`src/rtl/fp_pkg.sv`:
```
// Shared floating-point format helpers for the pipelined multiplier.
package fp_pkg;

  localparam int EXP_W_DEF = 8;
  localparam int MAN_W_DEF = 23;

  typedef struct packed {
    logic                 sign;
    logic [EXP_W_DEF-1:0] exp;
    logic [MAN_W_DEF-1:0] man;
  } fp_t;

  function automatic int fp_bias(input int exp_w);
    return (1 << (exp_w - 1)) - 1;
  endfunction

  function automatic logic exp_all_ones(input logic [31:0] e, input int exp_w);
    return e == ((32'd1 << exp_w) - 32'd1);
  endfunction

  function automatic logic is_zero(input logic [31:0] e);
    return e == '0;
  endfunction

endpackage

```
`src/rtl/fp_foil_mant.sv`:
```
// FOIL significand multiplier: partial products feed the S1 registers, and the
// registered partials are summed and normalised ahead of the S2 registers.
module fp_foil_mant #(
  parameter int MAN_W = 23,
  parameter int SPLIT = 12
) (
  input  logic [MAN_W:0]                   sig_a,
  input  logic [MAN_W:0]                   sig_b,
  output logic [2*(MAN_W+1-SPLIT)-1:0]     pp_hh,
  output logic [MAN_W:0]                   pp_hl,
  output logic [MAN_W:0]                   pp_lh,
  output logic [2*SPLIT-1:0]               pp_ll,
  input  logic [2*(MAN_W+1-SPLIT)-1:0]     r_hh,
  input  logic [MAN_W:0]                   r_hl,
  input  logic [MAN_W:0]                   r_lh,
  input  logic [2*SPLIT-1:0]               r_ll,
  input  logic                             approx,
  output logic                             norm,
  output logic [MAN_W-1:0]                 mant
);

  localparam int PW = 2*MAN_W + 2;

  logic [PW-1:0] prod;
  logic          unused_lsb;

  assign pp_hh = sig_a[MAN_W:SPLIT] * sig_b[MAN_W:SPLIT];
  assign pp_hl = sig_a[MAN_W:SPLIT] * sig_b[SPLIT-1:0];
  assign pp_lh = sig_a[SPLIT-1:0]   * sig_b[MAN_W:SPLIT];
  assign pp_ll = sig_a[SPLIT-1:0]   * sig_b[SPLIT-1:0];

  // Approximate mode simply leaves out the low x low term.
  assign prod = (PW'(r_hh) << (2*SPLIT))
              + ((PW'(r_hl) + PW'(r_lh)) << SPLIT)
              + (approx ? '0 : PW'(r_ll));

  assign norm       = prod[PW-1];
  assign mant       = norm ? prod[2*MAN_W:MAN_W+1] : prod[2*MAN_W-1:MAN_W];
  assign unused_lsb = ^prod[MAN_W-1:0];

endmodule

```
`src/rtl/fp_mult_pipe.sv`:
```
// 3-stage pipelined floating-point multiplier (unpack, sum/normalise, pack)
// with a single global stall driven by the output handshake.
module fp_mult_pipe
  import fp_pkg::*;
#(
  parameter int EXP_W = EXP_W_DEF,
  parameter int MAN_W = MAN_W_DEF,
  parameter int SPLIT = 12,
  parameter int TAG_W = 4
) (
  input  logic                     clk,
  input  logic                     rst_n,
  input  logic                     in_valid,
  output logic                     in_ready,
  input  logic [EXP_W+MAN_W:0]     a_op,
  input  logic [EXP_W+MAN_W:0]     b_op,
  input  logic                     approx_en,
  input  logic [TAG_W-1:0]         in_tag,
  output logic                     out_valid,
  input  logic                     out_ready,
  output logic [EXP_W+MAN_W:0]     result,
  output logic                     exception,
  output logic                     overflow,
  output logic                     underflow,
  output logic [TAG_W-1:0]         out_tag
);

  localparam int W    = EXP_W + MAN_W + 1;
  localparam int HI_W = MAN_W + 1 - SPLIT;
  localparam int EW   = EXP_W + 2;
  localparam logic [EW-1:0] BIAS_W = EW'(fp_bias(EXP_W));
  localparam logic [EW-1:0] EMAX_W = EW'((1 << EXP_W) - 1);

  logic               advance;
  logic [EXP_W-1:0]   a_exp, b_exp;
  logic [2*HI_W-1:0]  pp_hh;
  logic [MAN_W:0]     pp_hl, pp_lh;
  logic [2*SPLIT-1:0] pp_ll;
  logic               norm;
  logic [MAN_W-1:0]   mant;

  logic               s1_valid, s1_sign, s1_zero, s1_exc, s1_approx;
  logic [TAG_W-1:0]   s1_tag;
  logic [EXP_W-1:0]   s1_ea, s1_eb;
  logic [2*HI_W-1:0]  s1_hh;
  logic [MAN_W:0]     s1_hl, s1_lh;
  logic [2*SPLIT-1:0] s1_ll;

  logic               s2_valid, s2_sign, s2_zero, s2_exc;
  logic [TAG_W-1:0]   s2_tag;
  logic [EW-1:0]      s2_exp;
  logic [MAN_W-1:0]   s2_mant;

  logic               ovf_c, unf_c;
  logic [W-1:0]       res_c;

  assign advance  = !out_valid || out_ready;
  assign in_ready = advance;
  assign a_exp    = a_op[W-2:MAN_W];
  assign b_exp    = b_op[W-2:MAN_W];

  fp_foil_mant #(.MAN_W(MAN_W), .SPLIT(SPLIT)) u_foil (
    .sig_a  ({1'b1, a_op[MAN_W-1:0]}),
    .sig_b  ({1'b1, b_op[MAN_W-1:0]}),
    .pp_hh  (pp_hh),
    .pp_hl  (pp_hl),
    .pp_lh  (pp_lh),
    .pp_ll  (pp_ll),
    .r_hh   (s1_hh),
    .r_hl   (s1_hl),
    .r_lh   (s1_lh),
    .r_ll   (s1_ll),
    .approx (s1_approx),
    .norm   (norm),
    .mant   (mant)
  );

  // Data registers only load with a valid token so idle cycles keep them quiet.
  always_ff @(posedge clk) begin
    if (advance && in_valid) begin
      s1_sign   <= a_op[W-1] ^ b_op[W-1];
      s1_zero   <= is_zero(32'(a_exp)) || is_zero(32'(b_exp));
      s1_exc    <= exp_all_ones(32'(a_exp), EXP_W) || exp_all_ones(32'(b_exp), EXP_W);
      s1_approx <= approx_en;
      s1_tag    <= in_tag;
      s1_ea     <= a_exp;
      s1_eb     <= b_exp;
      s1_hh     <= pp_hh;
      s1_hl     <= pp_hl;
      s1_lh     <= pp_lh;
      s1_ll     <= pp_ll;
    end
    if (advance && s1_valid) begin
      s2_sign <= s1_sign;
      s2_zero <= s1_zero;
      s2_exc  <= s1_exc;
      s2_tag  <= s1_tag;
      s2_exp  <= EW'(s1_ea) + EW'(s1_eb) - BIAS_W + EW'(norm);
      s2_mant <= mant;
    end
  end

  assign ovf_c = !s2_zero && !s2_exc && ($signed(s2_exp) >= $signed(EMAX_W));
  assign unf_c = !s2_zero && !s2_exc && (s2_exp[EW-1] || (s2_exp == '0));

  always_comb begin
    res_c = {s2_sign, s2_exp[EXP_W-1:0], s2_mant};
    if (s2_exc || ovf_c)
      res_c = {s2_sign, {EXP_W{1'b1}}, {MAN_W{1'b0}}};
    else if (s2_zero || unf_c)
      res_c = {s2_sign, {(W-1){1'b0}}};
  end

  always_ff @(posedge clk or negedge rst_n) begin
    if (!rst_n) begin
      s1_valid  <= 1'b0;
      s2_valid  <= 1'b0;
      out_valid <= 1'b0;
      result    <= '0;
      exception <= 1'b0;
      overflow  <= 1'b0;
      underflow <= 1'b0;
      out_tag   <= '0;
    end else if (advance) begin
      s1_valid  <= in_valid;
      s2_valid  <= s1_valid;
      out_valid <= s2_valid;
      if (s2_valid) begin
        result    <= res_c;
        exception <= s2_exc;
        overflow  <= ovf_c;
        underflow <= unf_c;
        out_tag   <= s2_tag;
      end
    end
  end

endmodule

```
`config.mk`:
```
export PLATFORM = sky130hd
export DESIGN_NAME = fp_mult_pipe
export DESIGN_NICKNAME = d
export VERILOG_FILES = /design/src/rtl/fp_pkg.sv /design/src/rtl/fp_foil_mant.sv /design/src/rtl/fp_mult_pipe.sv
export SDC_FILE = /design/constraint.sdc
export NUM_CORES = 2
export LEC_CHECK = 0
export BUFFER_PORTS_ARGS = -buffer_cell sky130_fd_sc_hd__buf_2
export CORE_MARGIN = 2
export CORE_UTILIZATION = 40
export DETAILED_ROUTE_END_ITERATION = 10
export GPL_TIMING_DRIVEN = 1
export HOLD_SLACK_MARGIN = 0.03
export PLACE_DENSITY = 0.64
export SLEW_MARGIN = 20
export SYNTH_ARGS = -nofsm -noshare
export SYNTH_HDL_FRONTEND = slang
export SYNTH_SLANG_ARGS = --single-unit
```
`constraint.sdc`:
```
create_clock -name clk -period 8.1 [get_ports clk]
set_clock_uncertainty 0.05 [all_clocks]
set_input_delay 1.62 -clock clk [delete_from_list [all_inputs] [get_ports clk]]
set_output_delay 1.62 -clock clk [all_outputs]
set_load 0.01 [all_outputs]
```
== Word-level counts from Yosys, hierarchy flattened ==
Index checks and enable logic that the tools add are counted.

* $add $sub $neg: 6
* Multipliers: 4
* Magnitude comparators: 1
* Eq/ne operators: 2
* Mux-type cells: 4
* Bitwise operators: 1
* Reductions and logical operators: 18

{| class="wikitable"
|+ Operators by type and width
! kind !! number
|-
| $add A48 B48 Y48 || 2
|-
| $mul A12 B12 Y24 || 4
|-
| $mux W31 || 2
|-
| $add A24 B24 Y25 || 1
|-
| $mux W24 || 1
|-
| $mux W23 || 1
|-
| $eq A8 B8 Y1 const B || 2
|-
| $logic_not A8 Y1 || 2
|-
| $add A10 B1 Y10 || 1
|-
| $ge A10 B9 Y1 const B || 1
|-
| $logic_not A10 Y1 || 1
|-
| $sub A9 B7 Y10 const B || 1
|-
| $add A8 B8 Y9 || 1
|-
| $logic_or A1 B1 Y1 || 6
|-
| $logic_and A1 B1 Y1 || 5
|-
| $logic_not A1 Y1 || 3
|-
| $reduce_and A2 Y1 || 1
|-
| $xor A1 B1 Y1 || 1
|}

* Register bits after elaboration: 202
* Input bits: 73
* Word-level logic and storage cells: 61

== Depth between registers and ports, before layout ==
* Depth after elaboration: 6
* Mapped depth: 35

== Hierarchy ==
Synthesis repeated with hierarchy kept, for this count alone.

* Cells, all modules: 3004
* Area total of the unflattened synthesis: 28491.1 sq um

{| class="wikitable"
|+ By module, submodules not included
! module !! times used !! cells an instance !! area an instance (sq um) !! seq. area each (sq um)
|-
| fp_foil_mant || 1 || 2630 || 21386.8 || 0.0
|-
| fp_mult_pipe || 1 || 374 || 7104.3 || 5855.6
|}

== Worst setup path before layout ==
No wires, ideal clock.

* Path type: in2reg
* Start point: in b_op[17]
* End point: reg s1_hh[23], data pin
* Data arrival time: 6755 ps
* Required time: 7790 ps
* Path slack: 1035 ps
* Stages on the path: 19
* Buffers on the path: 1
* Cell sequence: clkbuf_1 -> nand2_1 -> fa_1 -> inv_1 -> fa_1 -> inv_1 -> fa_1 -> inv_1 -> fa_1 -> fa_1 -> ha_1 -> or3_1 -> o211a_1 -> o31ai_1 -> a211oi_1 -> or3_1 -> a31o_2 -> a21oi_1 -> xnor2_1

* Longest elaborated chain between the ends: 1

{| class="wikitable"
|+ Ends and longest elaborated chain
! element !! RTL line !! source
|-
| start: declaration || fp_mult_pipe.sv:16 || <nowiki>input logic [EXP_W+MAN_W:0] b_op,</nowiki>
|-
| $mul A12 B12 Y24 || fp_foil_mant.sv:27 || <nowiki>assign pp_hh = sig_a[MAN_W:SPLIT] * sig_b[MAN_W:SPLIT];</nowiki>
|-
| net pp_hh[23] || fp_mult_pipe.sv:36 || <nowiki>logic [2*HI_W-1:0] pp_hh;</nowiki>
|-
| end signal: assignment || fp_mult_pipe.sv:88 || <nowiki>s1_hh <= pp_hh;</nowiki>
|-
| end: declaration || fp_mult_pipe.sv:45 || <nowiki>logic [2*HI_W-1:0] s1_hh;</nowiki>
|}

The timed path passes the listed nets, and every way through them passes these cells.
A chain may end at the register's enable or synchronous reset.

== Final worst setup path ==
* Start point: reg s1_hl[0]
* End point: reg s2_exp[8], data pin

* Longest elaborated chain between the ends: 4

{| class="wikitable"
|+ Ends and longest elaborated chain
! element !! RTL line !! source
|-
| start: declaration || fp_mult_pipe.sv:46 || <nowiki>logic [MAN_W:0] s1_hl, s1_lh;</nowiki>
|-
| start signal: assignment || fp_mult_pipe.sv:89 || <nowiki>s1_hl <= pp_hl;</nowiki>
|-
| $add A24 B24 Y25 || fp_foil_mant.sv:34 || <nowiki>+ ((PW'(r_hl) + PW'(r_lh)) << SPLIT)</nowiki>
|-
| $add A48 B48 Y48 || fp_foil_mant.sv:34 ||
|-
| $add A48 B48 Y48 || fp_foil_mant.sv:35 || <nowiki>+ (approx ? '0 : PW'(r_ll));</nowiki>
|-
| $add A10 B1 Y10 || fp_mult_pipe.sv:98 || <nowiki>s2_exp <= EW'(s1_ea) + EW'(s1_eb) - BIAS_W + EW'(norm);</nowiki>
|-
| end signal: assignment || fp_mult_pipe.sv:98 ||
|-
| end: declaration || fp_mult_pipe.sv:51 || <nowiki>logic [EW-1:0] s2_exp;</nowiki>
|}

Every way passes these cells.

==> metrics.yaml <==
max_clock_freq_mhz: 143.1
max_cap_violations: 0
io_buffers: 113
worstMarginPinSlew_ns: 0.9649
final_cell_mix: "inv_1, fa_1, nand2_1"
min_to: "s2_tag[3]"
area_delta_synth_final_pct: 7.421
r2r_slack_ns: 1.11
fp.dieW_um: 263.0
setup_viol: 0
insertion_delay_ns: 0.45
ys_top_cells_by_area: "fa_1, edfxtp_1, ha_1, inv_1, nand2_1"
grt_pass1_wl_um: 100600
power.density_nw_per_um2: 417.8
cts_root_buffer: "clkbuf_16"
post_dp_cell_area_um2: 28250
row_count: 94
drive_gt1_frac: 0.07135
grt_use_total: 0.1817
gp_congestion: 0.8366
ys_ff_latch: 190
finalHoldViolations: 0
fin_crit_ns: 6.990
ys.warnings.count: 0
yosys.cell_types.count: 73
drtIter0Drc: 931
core-area_um2: 66100
cts_resized: 0
vias_per_cell: 5.045
critPathLaunchType: "flip-flop"
r2r-end: "s2_exp[8]"
p_leak_nw: 14.07
critPathSlowestCell: "a311o_1"
syn_area_um2: 26840
reg2reg_depth: 30
cts_buffers: 17
postCtsSetupBuffers: 0
grt_start_max_net_pins: 59
crit_top_cell: "a21oi_1"
pin_count: 114
max-vdd-ir-drop_v: 0.0001951
final_common_cell: "inv_1"
worstPathMaxFanout: 9
routed_wl_um: 61360
layout.nets: 3584
slowest_delay_ns: 0.49
num_antenna_cells: 0
hold_path_class: "flip-flop to flip-flop"
h-tree-depth: 4
overflow: 0
yosys.area.top_type_share: 0.2991
fin_area_um2: 28830
hold_depth: 0
wire_per_inst_um: 16.67
tns_ns: 0
drc_errors: 0
endpoint_kind: "flip-flop"
worstHoldStart: "s1_tag[3]"
path_class: "flip-flop to flip-flop"
clk_pin_slew_ns: 0.08
clock_path_buffers: 2
post-route-period-util: 0.8629
grt_antenna_before_repair: 2
grt_pass1_vias: 18860
synth_area_per_cell_um2: 9.739
tritoncts: "done"
cp.required_ns: 8.26
syn_inst: 2756
synth_seq_area_share: 0.2047
synth-async-reset-ratio: 0.2211
worstReg2RegStart: "s1_hl[0]"
synth_fp_nets: 3536
clock-sinks: 190
synth_flop_cell: "edfxtp_1"
yosysTopAreaCell: "fa_1"
synth_edf_count: 148
rsz0062_at_grt: "false"
dp_hpwl_um: 48750
dr_total_vias: 18570
die_area_um2: 69190
dr.pass1.iters: 5
initial_core_util: 0.4061
chipHeight_um: 263.0
slew_headroom: 0.3568
worstPathArrival_ns: 7.15
ctsHoldBuffers: 0
antenna_left: 0
status: "completed"
slew_viol_final: 0
-- cell usage after synthesis (all sizes together) (8+ instances only) --
| library cell | instances |
|---|---|
| ha | 306 |
| dfrtp | 42 |
| nand2 | 396 |
| o211ai | 9 |
| nand2b | 16 |
| nor2 | 84 |
| nand3 | 13 |
| a211oi | 15 |
| clkbuf | 106 |
| nor3 | 25 |
| and2 | 221 |
| a31oi | 14 |
| a21boi | 8 |
| nor2b | 29 |
| xnor2 | 95 |
| edfxtp | 148 |
| a21o | 34 |
| a22o | 25 |
| fa | 401 |
| a21oi | 82 |
| and3 | 11 |
| nand4 | 11 |
| o21ai | 47 |
| o21bai | 15 |
| o21a | 12 |
| inv | 485 |
| xor2 | 17 |
-- cell families after synthesis --
logic type               Yosys count  synth area share
AO/OA/AOI/OAI                    309           0.08032
XOR/XNOR                         112           0.03683
adder cells (fa/ha/maj)          707            0.4417
buffers and inverters            596           0.08451
flip-flops                       190            0.2047
multiplexers                       8          0.003077
AND/OR/NAND/NOR                  834            0.1488
-- through the flow --
stage                 util  std cells  worst slack (ns)  power (mW)  hold WS, ns
floorplan                -       2756             1.035       8.953       0.3503
global placement    0.4273       3649            0.7430       11.15       0.3559
detailed placement  0.4273       3649            0.6210       11.21       0.3545
CTS                 0.4362       3681             1.011       12.12       0.3740
global route        0.4362       3681            0.5294       13.34       0.3766
finish              0.4362       3681             1.110       12.05       0.3748
-- metal layers --
layer | vias to the layer above | share of wire | GRT usage | wire length, µm
li1 | 8852 | - | - | -
met4 | 2 | 0.011 | 0.03367 | 670
met2 | 409 | 0.48 | 0.3078 | 29240
met3 | 39 | 0.045 | 0.02067 | 2769
met1 | 9269 | 0.47 | 0.2532 | 28660
met5 | - | 0.00021 | 0 | 13
-- power breakdown --
part           leakage, nW  internal, mW  switching [mW]
clock network        0.287         0.420           0.414
registers             1.94          1.87           0.182
logic                 11.8          3.92            5.24
-- worst max-delay path by stage --
stage,start,end,slack [ns]
after detailed placement,a_op[16],s1_hh[23],0.62
after floorplan,b_op[17],s1_hh[23],1.04
final,s1_hl[0],s2_exp[8],1.11
after global placement,a_op[15],s1_hh[23],0.74
after CTS,s1_hl[0],s2_exp[8],1.01
after global routing,s1_hl[0],s2_exp[8],0.53
-- sequential cells by signal, indices dropped and copies added, names as in the netlist, 10 cells and up --
name / flops
s2_exp: 10
s1_lh: 24
result: 32
s1_hh: 24
s2_mant: 23
s1_hl: 24
s1_ll: 12
-- worst max-delay path, delay by kind of cell (launching register included) --
| kind | cells | cell delay (ns) |
|---|---|---|
| and+or+nand+nor | 6 | 0.65 |
| xor gates and xnor gates | 3 | 0.37 |
| AOI/OAI and AO/OA | 15 | 3.59 |
| DFF | 1 | 0.38 |
| adders and majority gates | 5 | 1.64 |
| buffers and inverters | 1 | 0.05 |
-- final cells by class --
type	instances	area (µm²)
clock buffer	19	442.9
clock inverter	13	141.4
fill	6406	37270
inverter	485	1821
multi-input combinational	1970	19080
sequential	190	5495
tap	864	1081
timing repair buffer	140	770.7
Note: power is estimated with default switching activity, not from simulation.
